$ cat src/rtl/cmd_fifo_param.sv
// Parametrised circular-buffer command FIFO with occupancy count and almost-full back-pressure.
// Optional sticky overflow/underflow flags are built when CMD_FIFO_ERR_EN is defined.
module cmd_fifo_param #(
   parameter  int DATA_W    = 82,
   parameter  int DEPTH     = 4,
   parameter  int AF_THRESH = 3,
   localparam int CNT_W     = $clog2(DEPTH + 1)
) (
   input  logic              clk,
   input  logic              n_rst,
   input  logic              w_enable,
   input  logic [DATA_W-1:0] w_data,
   input  logic              r_enable,
   output logic [DATA_W-1:0] r_data,
   output logic              empty,
   output logic              full,
   output logic              almost_full,
`ifdef CMD_FIFO_ERR_EN
   input  logic              err_clr,
   output logic              overflow,
   output logic              underflow,
`endif
   output logic [CNT_W-1:0]  count
);

   localparam int PTR_W = $clog2(DEPTH);

   logic [DATA_W-1:0] mem [DEPTH];
   logic [PTR_W-1:0]  wr_ptr;
   logic [PTR_W-1:0]  rd_ptr;
   logic              wr_acc;
   logic              rd_acc;

   // Flags are decoded from the registered count only, never from the request inputs.
   assign empty       = (count == '0);
   assign full        = (count == CNT_W'(DEPTH));
   assign almost_full = (count >= CNT_W'(AF_THRESH));

   assign wr_acc = w_enable & ~full;
   assign rd_acc = r_enable & ~empty;

   function automatic logic [PTR_W-1:0] ptr_inc(input logic [PTR_W-1:0] p);
      // Explicit wrap so DEPTH need not be a power of two.
      if (p == PTR_W'(DEPTH - 1))
         return '0;
      else
         return p + PTR_W'(1);
   endfunction

   always_ff @(posedge clk) begin
      if (!n_rst) begin
         wr_ptr <= '0;
         rd_ptr <= '0;
         count  <= '0;
         r_data <= '0;
      end else begin
         if (wr_acc)
            wr_ptr <= ptr_inc(wr_ptr);
         if (rd_acc) begin
            rd_ptr <= ptr_inc(rd_ptr);
            r_data <= mem[rd_ptr];
         end
         case ({wr_acc, rd_acc})
            2'b10:   count <= count + CNT_W'(1);
            2'b01:   count <= count - CNT_W'(1);
            default: count <= count;
         endcase
      end
   end

   // Storage is not reset; writes are suppressed while reset is held.
   always_ff @(posedge clk) begin
      if (n_rst && wr_acc)
         mem[wr_ptr] <= w_data;
   end

`ifdef CMD_FIFO_ERR_EN
   // Sticky error flags: a new violation takes priority over a coincident clear.
   always_ff @(posedge clk) begin
      if (!n_rst) begin
         overflow  <= 1'b0;
         underflow <= 1'b0;
      end else begin
         if (w_enable && full)
            overflow <= 1'b1;
         else if (err_clr)
            overflow <= 1'b0;
         if (r_enable && empty)
            underflow <= 1'b1;
         else if (err_clr)
            underflow <= 1'b0;
      end
   end
`endif

endmodule

$ cat config.mk
export PLATFORM = sky130hd
export DESIGN_NAME = cmd_fifo_param
export DESIGN_NICKNAME = d
export VERILOG_FILES = /design/src/rtl/cmd_fifo_param.sv
export SDC_FILE = /design/constraint.sdc
export NUM_CORES = 1
export LEC_CHECK = 0
export BUFFER_PORTS_ARGS = -buffer_cell sky130_fd_sc_hd__buf_2
export CAP_MARGIN = 20
export CORE_UTILIZATION = 53
export CTS_CLUSTER_SIZE = 24
export DETAILED_ROUTE_END_ITERATION = 8
export GPL_TIMING_DRIVEN = 0
export PLACE_DENSITY = 0.84
export SETUP_SLACK_MARGIN = 0.5
export SLEW_MARGIN = 20
export SYNTH_ARGS = -nofsm -noshare
export SYNTH_HDL_FRONTEND = slang
export SYNTH_SLANG_ARGS = --single-unit
$ cat constraint.sdc
create_clock -name clk -period 3.45 [get_ports clk]
set_input_delay 0.5175 -clock clk [delete_from_list [all_inputs] [get_ports clk]]
set_output_delay 0.5175 -clock clk [all_outputs]
set_load 0.01 [all_outputs]
==> flow_metrics.tcl <==
set metrics [dict create \
    pin_count 174 \
    cts-resized-gates 0 \
    wire_per_inst_um 21.3 \
    status "completed" \
    overflow 0 \
    core-area_um2 27800 \
    finalMaxSlewViolations 0 \
    drtIter0Drc 522 \
    drt-met1-wl_mm 11.3 \
    yosysTopAreaCell "edfxtp_1" \
    yosysMostFrequentCell "edfxtp_1" \
    synth_top_family_by_area "multiplexers" \
    crit_path_max_incr_delay_ns 0.46 \
    place_congestion 0.697 \
    yosys_most_used_dff "edfxtp_1" \
    syn_area_um2 14900 \
    post-route-util 0.641 \
    rows 61 \
    wl_met2_mm 14.1 \
    path_class "register to register" \
    cp_max_fo 7 \
    dp_cells 1219 \
    detailroute.via_count 7167 \
    dr_wl_met3_mm 1.47 \
    synth-xor-area-share 0.00117 \
    powerDensity_nw_per_um2 726 \
    multiInputGateArea_um2 2890 \
    worst_hold_path.endpoint "mem[1][15]" \
    post-cts-setup-buffers 0 \
    min-delay-start "w_data[15]" \
    rrSetupSlack_ns 1.04 \
    rsz0062_at_grt "no" \
    highest-signal-layer "met4" \
    syn_nets 756 \
    syn_inst 663 \
    startpoint_type "register" \
    nets 978 \
    initial_core_util 0.538 \
    drive_gt1_frac 0.393 \
    worst_slew_pin_slew_ns 0.763 \
    yosys-top-cells-area "edfxtp_1, mux4_2, dfxtp_1, a22o_1, buf_12" \
    port_buffers 173 \
    cts_made_buffers 42 \
    min_path_cells 1 \
    hold_violations 0 \
    routed_wl_mm 27.5 \
    ant_nets 0 \
    groute.usage.overall 0.194 \
    post-place-ws_ns 1.01 \
    antennaDiodeCount 0 \
    yosysSeqAreaShare 0.779 \
    antenna_found_initial 0 \
    area_delta_synth_final_pct 19.3 \
    first_pass_iters 4 \
    dieArea_um2 28900 \
    cap_violations 0 \
    rr_endpoint "count[2]" \
    worst_ep_arrival_time_ns 2.86 \
    power.total_mw 12.9 \
    r2r_cells 9 \
    synthAdderAreaFrac 0.00637 \
    yosys-top-cells-count "edfxtp_1, dfxtp_1, a22o_1, mux4_2" \
    synth_top_area_frac 0.660 \
    htreeDepth 2 \
    hold_path.class "input port to register" \
    crit_slowest_cell "dfxtp_1" \
    cp_common_cell "inv_1" \
    cts_tree "yes" \
    yosys.area_share.simple 0.00721 \
    syn_area_per_cell_um2 22.5 \
    async_reset_ff_frac 0 \
    p_leak_nw 6.38 \
    relSlewSlack 0.491 \
    synth_compound_area_frac 0.0528 \
    path_cells "nor3b_2 > nor2_1 > inv_1 > ha_1 > inv_1 > fa_1 > xor2_1 > or3_1 > a21oi_1" \
    die_w_um 170 \
    clkLatencyLatePin_ns 0.52 \
    critPathCaptureType "register" \
    seqCellArea_um2 11600 \
    hpwl_mm 16.7 \
    final.setup_skew_ns 0.0189 \
    worstReg2RegStart "count[2]" \
    synth_edf_count 328 \
    via_per_inst 5.53 \
    path_clk_slew_ns 0.06 \
    die_y_um 170 \
    worst_slack_ns 1.04 \
    hold_buffers 0 \
    route.detailed.drc 0 \
    finalSetupViolations 0 \
    timing.fmax_mhz 415 \
    grt_pass1_vias 7564 \
    cts_buffer_depth 3 \
    grt_pass1_wl_mm 41.9 \
    grt_max_degree 46 \
    post_synth_num_cell_types 31 \
    timing.setup.tns_ns 0 \
    cts_root_buf "clkbuf_16" \
    yosys_warnings 0 \
    ys_seq_elements 417 \
    synth_mux_area_frac 0.124 \
    required_ns 3.90 \
    period_share 0.698 \
    cts.sink_count 417 \
    stdcell_count 1295 \
    fillerInstances 1871 \
    fin_crit_ns 2.41 \
    peakVddDrop_v 0.000443 \
]
[worst max-delay path, delay by kind of cell (launching register included)]
kind                     cells  cell delay, ns
AO/OA/AOI/OAI                1            0.16
XOR/XNOR                     1            0.16
adder cells (fa/ha/maj)      2            0.56
buffers and inverters        2            0.15
flip-flops                   1            0.46
AND/OR/NAND/NOR              3            0.84
[flip-flops by register name, summed over array words and instances (netlist names)]
register and cells:
wr_ptr 2, rd_ptr 2, count 3, r_data 82, mem 328
[cell type report]
type | count | share of cell area
Multi-Input combinational cell | 202 | 0.162
Sequential cell | 417 | 0.653
Timing Repair Buffer | 178 | 0.0563
Buffer | 35 | 0.0226
Clock inverter | 15 | 0.00667
Inverter | 9 | 0.00190
Clock buffer | 61 | 0.0711
Tap cell | 378 | 0.0265
[logic make-up after synthesis]
family	after synthesis
flops	417
compound gates	92
mux	83
buf+inv	44
simple gates	18
fa+ha+maj	7
xor+xnor	2
[metrics by stage]
stage	area, um^2	hold WS, ns
after detailed placement	16400	0.458
after global routing	17800	0.193
after CTS	17800	0.186
after global placement	16300	0.456
after floorplan	14900	0.487
final	17800	0.207
[worst max-delay path by stage]
stage / startpoint / endpoint / slack, ns / depth (start not counted)
final: count[2] / count[2] / 1.04 / 9
after global routing: count[2] / count[2] / 0.86 / 9
after CTS: count[2] / count[2] / 1.04 / 9
after detailed placement: w_enable / mem[3][75] / 1.01 / 5
after global placement: w_enable / mem[0][0] / 0.30 / 4
after floorplan: count[0] / mem[0][0] / 1.09 / 3
[report_power, final]
part | switching [mW] | total, mW | internal, mW
combinational | 1.13 | 2.35 | 1.22
clock | 1.76 | 4.45 | 2.69
sequential | 0.231 | 6.14 | 5.91
total | 3.12 | 12.9 | 9.81
[layout by cell type (no fill, tap or decap), types with 2 or more instances in the layout]
| cell | instances |
|---|---|
| buf_12 | 9 |
| and3_4 | 4 |
| or3_1 | 2 |
| mux4_2 | 82 |
| dfxtp_1 | 89 |
| dlygate4sd1_1 | 7 |
| bufinv_16 | 2 |
| clkbuf_8 | 8 |
| clkbuf_16 | 45 |
| ha_1 | 6 |
| xor2_1 | 2 |
| buf_16 | 5 |
| edfxtp_1 | 328 |
| clkinv_2 | 8 |
| buf_6 | 2 |
| a22o_1 | 82 |
| buf_2 | 182 |
| nor2_1 | 5 |
| buf_4 | 2 |
| inv_1 | 8 |
| clkinv_1 | 5 |
| clkbuf_1 | 8 |
| buf_8 | 5 |
| a21oi_1 | 5 |
| o21ai_0 | 3 |
[metal layers]
metal,up-vias,track usage
met2,200,0.331
li1,3218,-
met1,3697,0.247
met5,-,0
met4,0,0.0670
met3,52,0.0430
(Power assumes the default switching activity.)
